## src/rtl/seg7_scan_ctrl.sv

```systemverilog
// seg7_scan_ctrl: four-digit common-anode seven-segment scan controller.
// Shares one active-low segment bus among four anodes. Each digit is lit for
// DIV clocks, and every digit is followed by BLANK_CYC clocks with all anodes
// off to suppress ghosting. New digit values are staged in a pending register
// and only become visible at a frame boundary, so a single frame never mixes
// old and new values.
// Optional feature: define SEG7_SCAN_LZB_EN to blank leading zeros on digits 3..1.
module seg7_scan_ctrl #(
   parameter int DIV       = 50000,
   parameter int BLANK_CYC = 1000
) (
   input  logic        clk,
   input  logic        rst,
   input  logic [15:0] digits_in,
   input  logic [3:0]  dp_in,
   input  logic        load,
   output logic [6:0]  seg,
   output logic        dp,
   output logic [3:0]  an,
   output logic        frame_done
);

   // state | meaning
   // BLANK | all anodes off for BLANK_CYC clocks before the next digit
   // SHOW  | anode idx on for DIV clocks, segments decode active digit idx
   typedef enum logic {
      BLANK = 1'b0,
      SHOW  = 1'b1
   } state_t;

   localparam int MAXC = (DIV > BLANK_CYC) ? DIV : BLANK_CYC;
   localparam int CW   = (MAXC > 1) ? $clog2(MAXC) : 1;
   localparam logic [CW-1:0] DIV_LAST   = CW'(DIV - 1);
   localparam logic [CW-1:0] BLANK_LAST = CW'(BLANK_CYC - 1);

   localparam logic [6:0] SEG_OFF  = 7'b1111111;
   localparam logic [3:0] AN_OFF   = 4'b1111;

   state_t        state;
   logic [1:0]    idx;
   logic [CW-1:0] cnt;
   logic [15:0]   pend_dig;
   logic [3:0]    pend_dp;
   logic [15:0]   act_dig;
   logic [3:0]    act_dp;

   logic [3:0]    cur_digit;
   logic [6:0]    cur_seg;
   logic          cur_blank;

   function automatic logic [6:0] decode(input logic [3:0] d);
      logic [6:0] s;
      case (d)
         4'd0:    s = 7'b1000000;
         4'd1:    s = 7'b1111001;
         4'd2:    s = 7'b0100100;
         4'd3:    s = 7'b0110000;
         4'd4:    s = 7'b0011001;
         4'd5:    s = 7'b0010010;
         4'd6:    s = 7'b0000010;
         4'd7:    s = 7'b1111000;
         4'd8:    s = 7'b0000000;
         4'd9:    s = 7'b0011000;
         default: s = 7'b0111111;
      endcase
      return s;
   endfunction

   // Select the active digit for the current scan position and decide whether it is blanked.
   always_comb begin
      cur_digit = 4'd0;
      cur_blank = 1'b0;
      case (idx)
         2'd0: cur_digit = act_dig[3:0];
         2'd1: cur_digit = act_dig[7:4];
         2'd2: cur_digit = act_dig[11:8];
         default: cur_digit = act_dig[15:12];
      endcase
`ifdef SEG7_SCAN_LZB_EN
      // A digit is a leading zero when it and every digit above it are zero.
      case (idx)
         2'd1: cur_blank = (act_dig[15:4] == 12'd0);
         2'd2: cur_blank = (act_dig[15:8] == 8'd0);
         2'd3: cur_blank = (act_dig[15:12] == 4'd0);
         default: cur_blank = 1'b0;
      endcase
`endif
      cur_seg = cur_blank ? SEG_OFF : decode(cur_digit);
   end

   // Scan FSM: phase timing, digit staging and registered display outputs.
   always_ff @(posedge clk or posedge rst) begin
      if (rst) begin
         state      <= BLANK;
         idx        <= 2'd0;
         cnt        <= '0;
         pend_dig   <= 16'd0;
         pend_dp    <= 4'd0;
         act_dig    <= 16'd0;
         act_dp     <= 4'd0;
         an         <= AN_OFF;
         seg        <= SEG_OFF;
         dp         <= 1'b1;
         frame_done <= 1'b0;
      end else begin
         frame_done <= 1'b0;
         if (load) begin
            pend_dig <= digits_in;
            pend_dp  <= dp_in;
         end
         case (state)
            BLANK: begin
               if (cnt == BLANK_LAST) begin
                  state <= SHOW;
                  cnt   <= '0;
                  an    <= ~(4'b0001 << idx);
                  seg   <= cur_seg;
                  dp    <= ~act_dp[idx];
               end else begin
                  cnt <= cnt + CW'(1);
               end
            end
            default: begin
               if (cnt == DIV_LAST) begin
                  state <= BLANK;
                  cnt   <= '0;
                  idx   <= idx + 2'd1;
                  an    <= AN_OFF;
                  seg   <= SEG_OFF;
                  dp    <= 1'b1;
                  if (idx == 2'd3) begin
                     // Frame boundary: the old pending value goes live even if
                     // load overwrites pending on this same edge.
                     frame_done <= 1'b1;
                     act_dig    <= pend_dig;
                     act_dp     <= pend_dp;
                  end
               end else begin
                  cnt <= cnt + CW'(1);
               end
            end
         endcase
      end
   end

endmodule

```

## config.mk

```make
export PLATFORM = sky130hd
export DESIGN_NAME = seg7_scan_ctrl
export DESIGN_NICKNAME = d
export VERILOG_FILES = /design/src/rtl/seg7_scan_ctrl.sv
export SDC_FILE = /design/constraint.sdc
export NUM_CORES = 1
export LEC_CHECK = 0
export ABC_CLOCK_PERIOD_IN_PS = 5800
export CAP_MARGIN = 10
export CORE_ASPECT_RATIO = 0.6
export CORE_UTILIZATION = 51
export CTS_BUF_LIST = sky130_fd_sc_hd__clkbuf_4 sky130_fd_sc_hd__clkbuf_8
export CTS_CLUSTER_DIAMETER = 40
export CTS_CLUSTER_SIZE = 14
export DETAILED_ROUTE_END_ITERATION = 6
export GPL_TIMING_DRIVEN = 0
export PLACE_DENSITY = 0.69
export SYNTH_ARGS = -nofsm -noshare
export SYNTH_HDL_FRONTEND = slang
export SYNTH_SLANG_ARGS = --single-unit
```

## constraint.sdc

```tcl
create_clock -name clk -period 5.8 [get_ports clk]
set_clock_uncertainty 0.15 [all_clocks]
set_input_delay 0.87 -clock clk [delete_from_list [all_inputs] [get_ports clk]]
set_output_delay 0.87 -clock clk [all_outputs]
set_load 0.02 [all_outputs]
```

=== Word-level counts from Yosys, hierarchy flattened ===
Memories as Yosys holds them, arrays and structs flattened.
Cells that the tools add are included.

* Register bits: 72
* Bits in read-only memories: 112
* Bits of input ports: 23
* Logic and storage cells: 50
* Memories: 1

* Add/sub/neg operators: 2
* Order comparisons: 1
* Equal/unequal tests: 6
* Shift operators: 1
* Multiplexer cells: 21
* Bitwise logic cells: 2
* Reduce and logical (&&, ||, !) cells: 5

{| class="wikitable"
|+ Memories
! memory !! words !! bits a word !! read ports !! clocked after Yosys merged registers in !! wr ports !! line !! source
|-
| (no name shown) || 16 || 7 || 1 || 0 || 0 || 53 || <nowiki>case (d)</nowiki>
|}

{| class="wikitable"
|+ Operators with widths
! operator !! count
|-
| two-way mux 16 bit || 3
|-
| two-way mux 7 bit || 3
|-
| adder 16 x 1 -> 16 bit, second input constant || 1
|-
| equality test 16 x 10 -> 1 bit, second input constant || 1
|-
| equality test 16 bit, second input constant || 1
|-
| two-way mux 4 bit || 3
|-
| case mux 4 bit (3 select lines) || 1
|-
| two-way mux 1 bit || 10
|-
| equality test 2 bit, second input constant || 2
|-
| NOT 4 bit || 1
|-
| AND reduction 2 bit || 2
|-
| << shifter 1 x 2 -> 4 bit, first input constant || 1
|-
| less-than comparator 2 x 3 -> 1 bit, second input constant || 1
|-
| AND reduction 3 bit || 1
|-
| adder 2 x 1 -> 2 bit, second input constant || 1
|-
| binary-select mux 1 bit (select 2 bit) || 1
|-
| equality test 2 x 1 -> 1 bit, second input constant || 1
|-
| logical NOT 2 bit || 1
|-
| != test 2 x 1 -> 1 bit, second input constant || 1
|-
| nonzero test 2 bit || 1
|-
| NOT 1 bit || 1
|}

=== Longest topological paths before layout ===
* Depth in word-level cells: 5
* Mapped depth: 9
* Gate-level depth less buffers: 9

=== Least setup slack after synthesis ===
OpenSTA, ideal clock, no wires.

* Kind: register to register
* Start: reg cnt[12]
* End: reg act_dig[10]
* Arrival time: 1.984 ns
* Path slack: 3.541 ns
* Cell stages (with the launch flop): 7
* Path buffers: 1
* Path through: dfrtp_1 nor4_2 nand4_2 nor4_4 nand2_4 buf_6 mux2_4

* Word-level cells in the longest chain between the ends: 2

{| class="wikitable"
|+ Ends and longest elaborated chain
! what !! line !! source
|-
| start: declaration || 41 || <nowiki>logic [CW-1:0] cnt;</nowiki>
|-
| start signal: assignment || 120 || <nowiki>cnt <= cnt + CW'(1);</nowiki>
|-
| start signal: assignment || 139 || <nowiki>cnt <= cnt + CW'(1);</nowiki>
|-
| equality test 16 bit || 124 || <nowiki>if (cnt == DIV_LAST) begin</nowiki>
|-
| AND reduction 3 bit (no source line) || n/a ||
|-
| end signal: assignment || 135 || <nowiki>act_dig <= pend_dig;</nowiki>
|-
| end: declaration || 44 || <nowiki>logic [15:0] act_dig;</nowiki>
|}

Every way passes these cells.
A chain may end at the register's enable or synchronous reset.

=== Worst setup path after layout ===
* Start: reg idx[0]
* End: reg seg[0]

* Word-level cells in the longest chain between the ends: 5
* Elaborated cells between the ends (all ways): 7

{| class="wikitable"
|+ Ends and longest elaborated chain
! what !! line !! source
|-
| start: declaration || 40 || <nowiki>logic [1:0] idx;</nowiki>
|-
| start signal: assignment || 127 || <nowiki>idx <= idx + 2'd1;</nowiki>
|-
| equality test 2 bit (tied with other cells) || 73 || <nowiki>case (idx)</nowiki>
|-
| case mux 4 bit (3 select lines) (*) || 73 ||
|-
| memory read (16 x 7 bit) (*) || n/a ||
|-
| two-way mux 7 bit (*) || 113 || <nowiki>if (cnt == BLANK_LAST) begin</nowiki>
|-
| two-way mux 7 bit (*) || 111 || <nowiki>case (state)</nowiki>
|-
| end signal: assignment || 117 || <nowiki>seg <= cur_seg;</nowiki>
|-
| end: declaration || 17 || <nowiki>output logic [6:0] seg,</nowiki>
|}

Mark *: on every way between the ends. The rest lies on a longest branch, timed or not. The select of a mux whose other input is x is not followed.

==> flow_summary.json <==
{
  "vias": 2025,
  "ir_drop_uv": 130,
  "dpl-instance-area_sq_um": 3750,
  "crit_start": "idx[0]",
  "p_per_area_nw_per_um2": 241,
  "final_common_cell": "dfrtp_1",
  "synth_fp_nets": 280,
  "setup_viol": 0,
  "die_h_um": 64.3,
  "postSynthAreaPerCell_sq_um": 13.3,
  "rsz0062_at_grt": "no",
  "seqCellArea_sq_um": 1820,
  "finalCritPeriodShare_pct": 43.8,
  "p_sw_share_pct": 22.2,
  "die_w_um": 106,
  "drtIter0Drc": 90,
  "clkPwrFrac_pct": 40.5,
  "std_cell_rows": 22,
  "pwr-share-comb_pct": 4.5,
  "place_ws_ns": 3.24,
  "grt_pass1_vias": 2030,
  "core_sq_um": 6170,
  "maxSlewHeadroom_pct": 41.8,
  "drt_pass1_iterations": 4,
  "nets": 325,
  "hold_path_class": "reg -> reg",
  "final_cells": 382,
  "antenna_left": 0,
  "ctsResizeCount": 0,
  "crit_type": "reg -> reg",
  "gp_congestion": 0.754,
  "critPathLaunchType": "flip-flop",
  "overflow": 0,
  "multi_input_area_sq_um": 1370,
  "reg2reg_to": "seg[0]",
  "dieArea_sq_um": 6810,
  "dp_cells": 366,
  "cts_hold_buf": 0,
  "wire_per_inst_um": 15.2,
  "antenna_found_initial": 0,
  "worst_pin_slew_ns": 0.873,
  "synth_area_sq_um": 3300,
  "holdWs_ns": 0.342,
  "timing.fmax_mhz": 394,
  "num-fill-cells": 501,
  "ys_seq_elements": 72,
  "io_buffers": 34,
  "syn_to_final_growth_pct": 19.5,
  "synth-edff-count": 0,
  "drt-vias-per-instance": 5.30,
  "grt_max_degree": 73,
  "p_leak_nw": 1.84,
  "drv_cap": 0,
  "cts_sinks": 72,
  "cts_tree": "yes",
  "grt_use_total_pct": 20.1,
  "power_switching_mw": 0.211,
  "hold_viol_final": 0,
  "cts_setup_buffers": 0,
  "fin_area_sq_um": 3940,
  "crit_path_end_kind": "flip-flop",
  "yosys.area.top_type": "dfrtp_1",
  "numCtsBuffers": 9,
  "setup_tns_ns": 0,
  "synth_cell_types": 38,
  "synth.area.top_cells": "dfrtp_1 46%, dfstp_2 9.6%, mux2_4 8.6%, mux2_2 8.2%, ha_1 3.4%",
  "initial_core_util_pct": 53.5,
  "cts_buffer_depth": 2,
  "finalWorstSetupSlack_ns": 3.26,
  "syn_inst": 248,
  "cp-endpoint": "seg[0]",
  "p_seq_share_pct": 55.0,
  "final_cell_mix": "60 x dfrtp_1, 34 x clkdlybuf4s50_1, 24 x mux2_2",
  "diodes": 0,
  "dp_hpwl_um": 4250,
  "cts-htree-levels": 3,
  "cts_root_buffer": "clkbuf_8",
  "yosysSeqAreaShare_pct": 55.1,
  "clk_pin_slew_ns": 0.08,
  "synth.top_cell.area_share_pct": 45.5,
  "drcViolationCount": 0,
  "final.min_clock_period_ns": 2.54,
  "maxSlewViolCount": 0,
  "clock_latency_ns": 0.33,
  "reg2reg_depth": 7,
  "cp.arrival_ns": 2.64,
  "internal-power_mw": 0.740,
  "ff2ff_setup_slack_ns": 3.26,
  "wl_um": 5810,
  "grt_pass1_wl_um": 10300,
  "drive_gt1_share_pct": 27.9,
  "required_ns": 5.90,
  "status": "finished, final reports clean",
  "r2r_start": "idx[0]",
  "io_pins": 36,
  "ys.flop_type": "dfrtp_1",
  "yosys_warnings": 0,
  "ys_async_sr_fraction_pct": 100,
  "path_max_fanout": 6
}
## synthesized netlist by cell type, types with 2 or more instances
master	instances
xnor2_1	7
buf_6	3
clkbuf_1	4
nor2_1	16
o21ai_0	4
o21bai_1	2
a2bb2oi_1	7
nand3_1	3
nor4_4	2
and3_1	2
nor3_1	9
mux2i_1	4
dfstp_2	12
a222oi_1	4
ha_1	9
dfrtp_1	60
nand2_1	8
a21oi_1	6
xor2_1	7
inv_1	15
mux2_2	24
nand4_1	6
mux2_4	19
## sequential cells by signal, summed over array words and instances (netlist names)
name,count
idx,2
seg,7
pend_dig,16
pend_dp,4
state,1
act_dig,16
an,4
act_dp,4
cnt,16
frame_done,1
dp,1
## through the flow
step	total power, mW	util, %
after floorplan	0.555	-
after global placement	0.575	60.7
after detailed placement	0.577	60.8
after CTS	0.961	63.9
after global routing	0.993	63.9
final	0.950	63.9
## logic make-up (layout without fill, tap and decap cells)
logic type / after synthesis / after routing / share of synthesized area [%]
compound gates: 26 / 26 / 5.76
mux: 48 / 48 / 18.7
fa+ha+maj: 9 / 9 / 3.41
buf+inv: 23 / 73 / 3.41
simple gates: 56 / 56 / 9.90
flops: 72 / 72 / 55.1
xor+xnor: 14 / 14 / 3.72
## per-layer routing
metal,routed length [um],up-vias,global-route usage (%)
li1,-,980,-
met1,3200,995,31.9
met4,59,0,5.21
met5,0,-,0
met2,2300,42,26.8
met3,248,8,5.31
## critical path: stages, from the launching register on
cell and delay, ns:
dfrtp_1 0.45, inv_1 0.12, ha_1 0.28, a222oi_1 0.53, mux2_2 0.35, nand2_1 0.09
a21boi_0 0.35, a2bb2oi_1 0.13
## power groups by stage
stage                     registers [mW]  clock network [mW]  logic (mW)
after CTS                          0.524               0.394      0.0436
final                              0.523               0.385      0.0424
after global placement             0.533                   0      0.0423
after global routing               0.525               0.421      0.0471
after floorplan                    0.530                   0      0.0244
after detailed placement           0.533                   0      0.0436
## worst min path at each step
stage | startpoint | to | slack [ns] | cells past startpoint
2_1_floorplan | cnt[0] | cnt[0] | 0.29 | 1
3_3_place_gp | cnt[0] | cnt[0] | 0.32 | 1
3_5_place_dp | cnt[0] | cnt[0] | 0.33 | 1
4_1_cts | cnt[0] | cnt[0] | 0.35 | 1
5_1_grt | pend_dig[5] | act_dig[5] | 0.37 | 1
6_report | cnt[0] | cnt[0] | 0.34 | 1
## area by class of cell
cell class | count | area share, %
Sequential cell | 72 | 46.1
Multi-Input combinational cell | 153 | 34.8
Timing Repair Buffer | 34 | 8.63
Clock buffer | 9 | 3.14
Tap cell | 84 | 2.67
Clock inverter | 7 | 1.81
Inverter | 15 | 1.49
Buffer | 8 | 1.43
No activity file was read; power rests on OpenSTA's default activity.
